## src/rtl/arbiter_weighted.sv

```systemverilog
// Weighted arbiter: grants one requester at a time for a per-port quantum (weight),
// in round-robin or fixed-priority order. Exposes an encoded grant index and an end-of-quantum pulse.
module arbiter_weighted #(
  parameter int NUM_PORTS = 4,
  parameter int WEIGHT_W  = 4,
  parameter int MODE      = 0,
  parameter int IDX_W     = $clog2(NUM_PORTS)
) (
  input  logic                          clk,
  input  logic                          rst_n,
  input  logic [NUM_PORTS-1:0]          request,
  input  logic [NUM_PORTS*WEIGHT_W-1:0] weight,
  output logic [NUM_PORTS-1:0]          grant,
  output logic [IDX_W-1:0]              grant_idx,
  output logic                          active,
  output logic                          quantum_end
);

  typedef enum logic {IDLE, OWNED} state_t;

  state_t                 state_reg;
  logic [NUM_PORTS-1:0]   grant_reg;
  logic [IDX_W-1:0]       idx_reg;
  logic [IDX_W-1:0]       ptr_reg;
  logic [WEIGHT_W-1:0]    count_reg;
  logic                   active_reg;
  logic                   qe_reg;

  logic [WEIGHT_W-1:0]    weight_arr [NUM_PORTS];
  logic [NUM_PORTS-1:0]   hi_mask;
  logic [NUM_PORTS-1:0]   cand;
  logic [NUM_PORTS-1:0]   cand_hi;
  logic [NUM_PORTS-1:0]   load_onehot;
  logic                   owner_req;
  logic                   exhausted;
  logic                   win_valid;
  logic [IDX_W-1:0]       win_idx;
  logic                   load_en;
  logic [IDX_W-1:0]       load_idx;
  logic [WEIGHT_W-1:0]    load_raw;
  logic [WEIGHT_W-1:0]    load_count;

  function automatic logic [IDX_W-1:0] lowest_set(input logic [NUM_PORTS-1:0] v);
    logic [IDX_W-1:0] r;
    r = '0;
    for (int i = NUM_PORTS - 1; i >= 0; i--) begin
      if (v[i]) r = IDX_W'(i);
    end
    return r;
  endfunction

  // hi_mask marks ports strictly above the last owner; empty in fixed-priority mode
  // so the scan degenerates to lowest-index-wins.
  genvar gi;
  generate
    for (gi = 0; gi < NUM_PORTS; gi++) begin : g_port
      assign weight_arr[gi]  = weight[gi*WEIGHT_W +: WEIGHT_W];
      assign hi_mask[gi]     = (MODE == 0) && (IDX_W'(gi) > ptr_reg);
      assign load_onehot[gi] = (load_idx == IDX_W'(gi));
    end
  endgenerate

  // Round-robin excludes the current owner from re-arbitration; fixed priority keeps it
  // so a higher-priority owner can be re-granted at quantum expiry.
  assign cand      = (MODE == 1) ? request : (request & ~grant_reg);
  assign cand_hi   = cand & hi_mask;
  assign win_valid = |cand;
  assign win_idx   = (|cand_hi) ? lowest_set(cand_hi) : lowest_set(cand);

  assign owner_req = |(request & grant_reg);
  assign exhausted = (count_reg == WEIGHT_W'(1));

  always_comb begin
    load_en = 1'b0;
    unique case (state_reg)
      IDLE:    load_en = win_valid;
      OWNED:   load_en = (!owner_req && win_valid) || (owner_req && exhausted);
      default: load_en = 1'b0;
    endcase
  end

  // With no other contender at expiry, the owner reloads its own quantum.
  assign load_idx   = win_valid ? win_idx : idx_reg;
  assign load_raw   = weight_arr[load_idx];
  assign load_count = (load_raw == '0) ? WEIGHT_W'(1) : load_raw;

  always_ff @(posedge clk or negedge rst_n) begin
    if (!rst_n) begin
      state_reg  <= IDLE;
      grant_reg  <= '0;
      idx_reg    <= '0;
      ptr_reg    <= IDX_W'(NUM_PORTS - 1);
      count_reg  <= '0;
      active_reg <= 1'b0;
      qe_reg     <= 1'b0;
    end else if (load_en) begin
      state_reg  <= OWNED;
      grant_reg  <= load_onehot;
      idx_reg    <= load_idx;
      ptr_reg    <= load_idx;
      count_reg  <= load_count;
      active_reg <= 1'b1;
      qe_reg     <= (load_count == WEIGHT_W'(1));
    end else begin
      unique case (state_reg)
        OWNED: begin
          if (owner_req) begin
            count_reg <= count_reg - WEIGHT_W'(1);
            qe_reg    <= (count_reg == WEIGHT_W'(2));
          end else begin
            state_reg  <= IDLE;
            grant_reg  <= '0;
            count_reg  <= '0;
            active_reg <= 1'b0;
            qe_reg     <= 1'b0;
          end
        end
        default: begin
          state_reg  <= IDLE;
          grant_reg  <= '0;
          count_reg  <= '0;
          active_reg <= 1'b0;
          qe_reg     <= 1'b0;
        end
      endcase
    end
  end

  assign grant       = grant_reg;
  assign grant_idx   = idx_reg;
  assign active      = active_reg;
  assign quantum_end = qe_reg;

endmodule

```

## config.mk

```make
export PLATFORM = sky130hd
export DESIGN_NAME = arbiter_weighted
export DESIGN_NICKNAME = d
export VERILOG_FILES = /design/src/rtl/arbiter_weighted.sv
export SDC_FILE = /design/constraint.sdc
export NUM_CORES = 1
export LEC_CHECK = 0
export ABC_AREA = 1
export BUFFER_PORTS_ARGS = -buffer_cell sky130_fd_sc_hd__buf_4
export CAP_MARGIN = 20
export CORE_MARGIN = 3
export CORE_UTILIZATION = 40
export DETAILED_ROUTE_END_ITERATION = 7
export HOLD_SLACK_MARGIN = 0.15
export PLACE_DENSITY_LB_ADDON = 0.15
export RECOVER_POWER = 100
export SKIP_CTS_REPAIR_TIMING = 1
export SYNTH_ARGS = -nofsm -noshare
export SYNTH_HDL_FRONTEND = slang
export SYNTH_SLANG_ARGS = --single-unit
```

## constraint.sdc

```tcl
create_clock -name clk -period 2.14 [get_ports clk]
set_input_delay 0.214 -clock clk [delete_from_list [all_inputs] [get_ports clk]]
set_output_delay 0.214 -clock clk [all_outputs]
set_load 0.01 [all_outputs]
```

### Word level (Yosys, flattened, before mapping)

Cells that the tools add are included.

| storage, ports and cells | value |
|---|---|
| register bits after elaboration | 15 |
| bits of input ports | 22 |

| cells by class | value |
|---|---|
| reductions and logical operators | 9 |
| bitwise operators | 6 |
| equal/unequal tests | 7 |
| $add $sub $neg | 1 |
| magnitude comparators | 5 |
| mux-type cells | 30 |

Operators by type and width:

| kind | count |
|---|---|
| 4-bit 2-to-1 mux | 9 |
| 2-bit 2-to-1 mux | 10 |
| 4-bit AND | 3 |
| 4-bit OR reduction | 3 |
| 1-bit 2-to-1 mux | 9 |
| 4-bit binary-select mux with 2-bit select | 1 |
| 4-bit by 1-bit == test with 1-bit output (second input constant) | 2 |
| 2-bit == test (second input constant) | 2 |
| 4-bit by 2-bit == test with 1-bit output (second input constant) | 1 |
| 1-bit by 2-bit greater-than comparator with 1-bit output (first input constant) | 2 |
| 2-bit greater-than comparator (first input constant) | 2 |
| 4-bit zero test | 1 |
| 4-bit inverter | 1 |
| 4-bit by 1-bit subtractor with 4-bit output (second input constant) | 1 |
| 3-bit greater-or-equal comparator (second input constant) | 1 |
| 3-bit by 2-bit inequality test with 1-bit output (second input constant) | 1 |
| 2-bit inverter with 3-bit output | 1 |
| 2-bit by 1-bit == test with 1-bit output (second input constant) | 1 |
| 1-bit logical AND | 2 |
| 2-bit zero test | 1 |
| 1-bit one-hot mux with 2 select lines | 1 |
| 1-bit zero test | 1 |
| 1-bit logical OR | 1 |
| 1-bit inverter | 1 |

### Depth between registers and ports, before layout

Gate-level depths: netlist of run 1.

| depth | value |
|---|---|
| depth in word-level cells | 17 |
| gate-level depth with buffers | 17 |
| gate-level depth less buffers | 16 |

### Worst setup path before layout of run 1

Ideal clock, no wire load.

| timing path | value |
|---|---|
| path kind | register to register |
| start | reg ptr_reg[1] |
| end | reg count_reg[0] |
| path buffers | 1 |
| slack | 0.560 ns |
| stages on the path, launching flop included | 15 |
| data arrival time | 1.461 ns |
| period minus slack after synthesis | 1.580 ns |
| path through | dfstp_2 inv_1 o21ai_0 nand2_1 nand2_2 nand2_4 nand2_4 buf_6 nand2_1 nand2_1 nand2_1 nand2_1 nor2_1 nand2_1 nand2_1 |

| between the ends | value |
|---|---|
| word-level cells in the longest chain between the ends | 15 |
| elaborated cells between the ends (all ways) | 19 |

Ends and longest elaborated chain:

| element | RTL line | RTL |
|---|---|---|
| start: declaration | 24 | `logic [IDX_W-1:0] ptr_reg;` |
| start signal: assignment | 92 | `ptr_reg <= IDX_W'(NUM_PORTS - 1);` |
| start signal: assignment | 100 | `ptr_reg <= load_idx;` |
| 2-bit greater-than comparator | 58 | `assign hi_mask[gi] = (MODE == 0) && (IDX_W'(gi) > ptr_reg);` |
| 4-bit AND (*) | 66 | `assign cand_hi = cand & hi_mask;` |
| 2-bit 2-to-1 mux (4 in series) | 47 | `if (v[i]) r = IDX_W'(i);` |
| 2-bit 2-to-1 mux (*) | 68 | `assign win_idx = (\|cand_hi) ? lowest_set(cand_hi) : lowest_set(cand);` |
| 2-bit 2-to-1 mux (*) | 83 | `assign load_idx = win_valid ? win_idx : idx_reg;` |
| 2-bit inverter with 3-bit output (not written as such) (*) | 84 | `assign load_raw = weight_arr[load_idx];` |
| 4-bit binary-select mux with 2-bit select (*) | 84 |  |
| 4-bit 2-to-1 mux (not written as such) (*) (2 in series) | 84 |  |
| 4-bit zero test | 85 | `assign load_count = (load_raw == '0) ? WEIGHT_W'(1) : load_raw;` |
| 4-bit 2-to-1 mux (*) | 85 |  |
| 4-bit 2-to-1 mux (*) | 96 | `end else if (load_en) begin` |
| end signal: assignment | 101 | `count_reg <= load_count;` |
| end signal: assignment | 108 | `count_reg <= count_reg - WEIGHT_W'(1);` |
| end: declaration | 25 | `logic [WEIGHT_W-1:0] count_reg;` |

Every way passes the cells marked *; elsewhere a longest branch is shown, timed or not. The select of a mux whose other input is x is not followed.
A chain may end at the register's enable or synchronous reset.

### Worst setup path after layout of run 1

| timing path | value |
|---|---|
| start | reg grant_reg[1] (netlist: grant[1]) |
| end | reg count_reg[0] |

| between the ends | value |
|---|---|
| word-level cells in the longest chain between the ends | 14 |
| elaborated cells between the ends (all ways) | 27 |

Ends and longest elaborated chain:

| element | RTL line | RTL |
|---|---|---|
| start: declaration | 22 | `logic [NUM_PORTS-1:0] grant_reg;` |
| start signal: assignment | 98 | `grant_reg <= load_onehot;` |
| 4-bit inverter | 65 | `assign cand = (MODE == 1) ? request : (request & ~grant_reg);` |
| 4-bit AND | 65 |  |
| 4-bit AND | 66 |  |
| 2-bit 2-to-1 mux (2 in series) | 47 |  |
| 2-bit 2-to-1 mux | 68 |  |
| 2-bit 2-to-1 mux | 83 |  |
| 2-bit inverter with 3-bit output (not written as such) | 84 |  |
| 4-bit binary-select mux with 2-bit select | 84 |  |
| 4-bit 2-to-1 mux (not written as such) (2 in series) | 84 |  |
| 4-bit zero test | 85 |  |
| 4-bit 2-to-1 mux | 85 |  |
| 4-bit 2-to-1 mux (*) | 96 |  |

Marks and branches as above.

==> run summary, run 1 <==
Reg-to-reg slack, setup: 0.30 ns
First-pass GRT wire length: 3960 um
Slew headroom: 45.3%
Row count: 17
Clock share of power: 9.1%
Post-Syn Nets: 160
Die area: 3110 sq um
Worst hold path class: input port to flop
Gr ovfl total: 0
Setup-failing EPs final: 0
Die height: 55.8 um
Synthesized instance count: 135
Initial DRT Pass Iterations: 5
Fin. Hold Viols: 0
Flop pwr share: 29.5%
Least-Margin Pin Slew: 0.821 ns
Most frequent cells in the layout: nand2_1, buf_4, dfrtp_1
Max FO, Critical Path: 7
Avg Cell Area, Syn: 7.34 sq um
Chip width: 55.8 um
I/O Pins: 30
Clock Path Buffers: 2
Detailed Place HPWL: 1880 um
Clock latency on the worst-skew pair: 0.28 ns
Reg clk slew, reported paths: 0.10 ns
Fmax: 545 MHz
Post-DP Area: 1240 sq um
1st-iter DRT viols: 23
Initial antenna violation count: 0
Largest net degree at the start of global routing: 16
Mapped Area: 991 sq um
Layout cells sized above 1: 24.4%
Vias in the first global route: 923
Net Sw Power: 0.000879 W
Setup Skew: 0.00790 ns
Crit start category: flop
Wire per inst: 11.8 um
TritonCTS clock tree: yes
CTS H-tree lvls: 1
Sw Share: 49.7%
P_int: 0.000888 W
Worst VDD drop: 0.000694 V
Core area: 2280 sq um
Crit path DAT: 2.06 ns
Root buf cell: clkbuf_4
TNS Setup: 0 ns
Pwr/cell area: 1440 nW/um^2
Antenna Cells: 0
Routed via count: 972
Final slew viol count: 0
Most common cell after layout, fill and taps aside: nand2_1
CP endpoint kind: flop
Gr usage total: 15.8%
Comb pwr share: 61.4%
Synth Register Bits: 15
Final Cycle Share: 85.8%
Vias per inst: 4.96
Routed WL: 2320 um
Design area: 1230 sq um
PortBufs: 29
Crit Path Class: flop to flop
Final Net Count: 194
RePlAce Congestion: 0.860
CTS Buf Count: 3
Total Power: 0.00177 W
Sequential fraction of the synthesis area: 38.1%
Lkg Pwr: 0.652 nW
Unique masters post-synth: 25
Post-route antenna net violation count: 0
Post-route core utilization: 54.0%
Status: finished clean
Max_cap viols: 0
Critical Path RT: 2.37 ns
Post-route DRC: 0
Clk sinks: 15
Fin crit period: 1.84 ns
Yosys warns: 0
Initial Util: 43.5%
Area grow syn2layout: 24.1%
RSZ-0062 raised after global routing: no
logic make-up (layout without fill, tap and decap cells):
logic type | count (synthesis) | in the layout | share of synthesized area [%]
AND/OR/NAND/NOR | 81 | 81 | 37.9
buffers and inverters | 18 | 51 | 7.57
AO/OA/AOI/OAI | 16 | 16 | 10.9
flip-flops | 15 | 15 | 38.1
adder cells (fa/ha/maj) | 3 | 3 | 3.79
XOR/XNOR | 2 | 2 | 1.77
metrics by stage:
step / instances / hold WS [ns] / setup WS (ns)
after floorplan: 135 / -0.0816 / 0.560
after global placement: 191 / 0.0781 / 0.407
after detailed placement: 191 / 0.0809 / 0.422
after CTS: 195 / -0.224 / 0.401
after global routing: 196 / 0.330 / 0.108
final: 196 / 0.298 / 0.305
power by group through the flow:
stage | Combinational (W) | Sequential, W | Clock [W]
final | 0.00109 | 0.000521 | 0.000160
after global routing | 0.00125 | 0.000540 | 0.000181
after CTS | 0.00115 | 0.000523 | 0.000162
after detailed placement | 0.00114 | 0.000526 | 0
after global placement | 0.00112 | 0.000521 | 0
after floorplan | 0.000823 | 0.000540 | 0
worst paths after layout:
kind / startpoint / endpoint / cells after the start
max in group asynchronous: rst_n / grant[2] / 2
worst min register to register: state_reg / state_reg / 2
worst min-delay path: request[3] / state_reg / 5
worst max register to register: grant[1] / count_reg[0] / 13
worst max-delay path: grant[1] / count_reg[0] / 13
min in group asynchronous: rst_n / count_reg[0] / 2
synth_stat cells (all sizes together):
| cell type | instances | share of area (%) |
|---|---|---|
| dfrtp | 13 | 33 |
| o2111ai | 1 | 0.88 |
| ha | 3 | 3.8 |
| buf | 1 | 1.1 |
| dfstp | 2 | 5.3 |
| nand3 | 10 | 5.1 |
| clkbuf | 1 | 0.38 |
| nand3b | 1 | 0.76 |
| o32ai | 1 | 0.88 |
| a22oi | 1 | 2.1 |
| nor3 | 2 | 1.0 |
| inv | 15 | 5.7 |
| nor2 | 8 | 4.3 |
| o22ai | 3 | 1.9 |
| nand2 | 60 | 27 |
| o21ai | 9 | 4.5 |
| a21oi | 1 | 0.50 |
| xnor2 | 2 | 1.8 |
| clkinv | 1 | 0.38 |
metal layers:
metal	part of all wire [%]	vias up	wire length, um	global-route usage, %
met2	42	48	978	25.5
met4	0.69	0	16	4.17
met1	47	425	1100	21.2
met5	0	-	0	0
li1	-	497	-	-
met3	9.9	2	230	3.48
critical path: stages, from the launching register on:
cell and delay, ns:
dfrtp_1 0.42, inv_2 0.09, nand2_4 0.05, nand2_1 0.16, nor2_4 0.08, nor2_2 0.16
inv_1 0.09, a22oi_4 0.22, inv_2 0.10, nand2_1 0.07, nand2_1 0.07, nor2_1 0.12
nand2_1 0.08, nand2_1 0.06
cell type report:
| class | instances | area [sq um] |
|---|---|---|
| clock inverters | 1 | 5.00 |
| well taps | 28 | 35.0 |
| clock buffers | 3 | 22.5 |
| fillers | 232 | 1050 |
| repair buffers | 31 | 201 |
| flip-flops and latches | 15 | 378 |
| multi-input cells | 102 | 528 |
| inverters | 16 | 60.1 |
Power figures use the tool's default switching activity.
==> run 2: changes to the inputs <==
BUFFER_PORTS_ARGS = -buffer_cell sky130_fd_sc_hd__buf_2   (was -buffer_cell sky130_fd_sc_hd__buf_4)
PLACE_DENSITY_LB_ADDON = 0.3   (was 0.15)
==> run 2 against run 1 <==
Against the previous run: hold slack better by 0.0060 ns; die area stayed put; via count is 0.41% higher; clock-buffer cell count stayed put; largest cell class unchanged.
==> run summary, run 2 (synthesis results as in run 1) <==
Status: finished clean
Routed via count: 976
Area grow syn2layout: 19.1%
Clk sinks: 15
Setup-failing EPs final: 0
Fmax: 555 MHz
Worst hold path class: input port to flop
Setup Skew: 0.00781 ns
I/O Pins: 30
Gr ovfl total: 0
Die height: 55.8 um
RR Startpoint: grant[1]
Largest net degree at the start of global routing: 16
Worst path top cell family by delay: simple AND/OR/NAND/NOR gates
Lkg Pwr: 0.635 nW
Total Power: 0.00175 W
RePlAce Congestion: 0.951
Setup crit start: grant[1]
Max FO, Critical Path: 7
GR Layer Usage met2: 22.3%
Die area: 3110 sq um
Row count: 17
Met1 track demand over resource: 20.8%
Reg clk slew, reported paths: 0.09 ns
Pwr/cell area: 1480 nW/um^2
Met3 Usage GRT: 2.09%
WP buf/inv: 3
Worst VDD drop: 0.000592 V
1st-iter DRT viols: 45
CTS Buf Count: 3
TritonCTS clock tree: yes
Chip width: 55.8 um
TNS Setup: 0 ns
Hold wc startpoint: request[3]
Wire per inst: 11.2 um
Final slew viol count: 0
Max_cap viols: 0
Post-route antenna net violation count: 0
First-pass GRT wire length: 3790 um
Fin crit period: 1.80 ns
Crit Path Class: flop to flop
Crit start category: flop
Final Net Count: 194
Detailed Place HPWL: 1770 um
Vias per inst: 4.98
Antenna Cells: 0
PortBufs: 29
Clock Path Buffers: 2
Most used cell, CP: nand2_1
Most common cell after layout, fill and taps aside: nand2_1
Initial antenna violation count: 0
Crit-path cells: inv_2 > nand2_4 > nand2_1 > nor2_4 > nor2_2 > inv_1 > a22oi_4 > inv_2 > nand2_1 > nand2_1 > nor2_1 > nand2_1 > nand2_1
Post-route DRC: 0
Slowest stage delay, CP: 0.42 ns
CP endpoint kind: flop
Routed WL: 2190 um
Layout cells sized above 1: 24.4%
Initial DRT Pass Iterations: 4
Least-Margin Pin Slew: 0.787 ns
Slew headroom: 47.5%
Critical Path RT: 2.37 ns
Root buf cell: clkbuf_4
Crit path DAT: 2.04 ns
GR peak layer: met2
Gr usage total: 15.0%
Fin. Hold Viols: 0
Critical-path top delay cell: dfrtp_1
RSZ-0062 raised after global routing: no
Final Cycle Share: 84.2%
CTS H-tree lvls: 1
Clock latency on the worst-skew pair: 0.29 ns
Core area: 2280 sq um
Most frequent cells in the layout: nand2_1, buf_2, dfrtp_1
Fill cell count: 217
Vias in the first global route: 910
Initial Util: 43.5%
[run 2: area by class of cell]
type / instances / area [sq um] / area share, %
clock inverter: 1 / 5.00 / 0.424
inverter: 16 / 60.1 / 5.09
sequential: 15 / 378 / 32.0
multi-input combinational: 102 / 528 / 44.8
timing repair buffer: 31 / 151 / 12.8
tap: 28 / 35.0 / 2.97
clock buffer: 3 / 22.5 / 1.91
[run 2: stage by stage]
stage	cells	hold slack, ns	setup WS [ns]	instance area (sq um)	utilization [%]
4_1_cts	195	-0.177	0.392	1190	52.3
3_3_place_gp	191	0.132	0.435	1160	51.1
3_5_place_dp	191	0.139	0.447	1160	51.1
5_1_grt	196	0.325	0.147	1180	51.8
6_report	196	0.304	0.337	1180	51.8
2_1_floorplan	135	-0.0816	0.560	991	-
[run 2: tightest hold or removal path, cell delays in order]
cell and delay (ns):
buf_2 0.09, nand2_1 0.06, nand2_2 0.07, nor2_4 0.05, nand2_1 0.08
[run 2: final timing paths]
kind,end,cells after the start,slack [ns]
max in group asynchronous,grant[2],2,1.13
worst min-delay path,state_reg,5,0.30
worst max register to register,quantum_end,13,0.34
min in group asynchronous,grant[0],2,0.52
worst min register to register,state_reg,2,0.52
worst max-delay path,quantum_end,13,0.34
[run 2: report_power, final]
group,switching [W],internal [W],total (W)
combinational,0.000687,0.000377,0.00106
clock,0.0000929,0.0000695,0.000162
sequential,0.0000882,0.000432,0.000520
total,0.000868,0.000878,0.00175
[run 2: layer usage]
metal | part of all wire (%) | vias up
met5 | 0 | -
met4 | 2.2 | 0
met3 | 7.0 | 5
met2 | 42 | 41
met1 | 48 | 434
li1 | - | 496
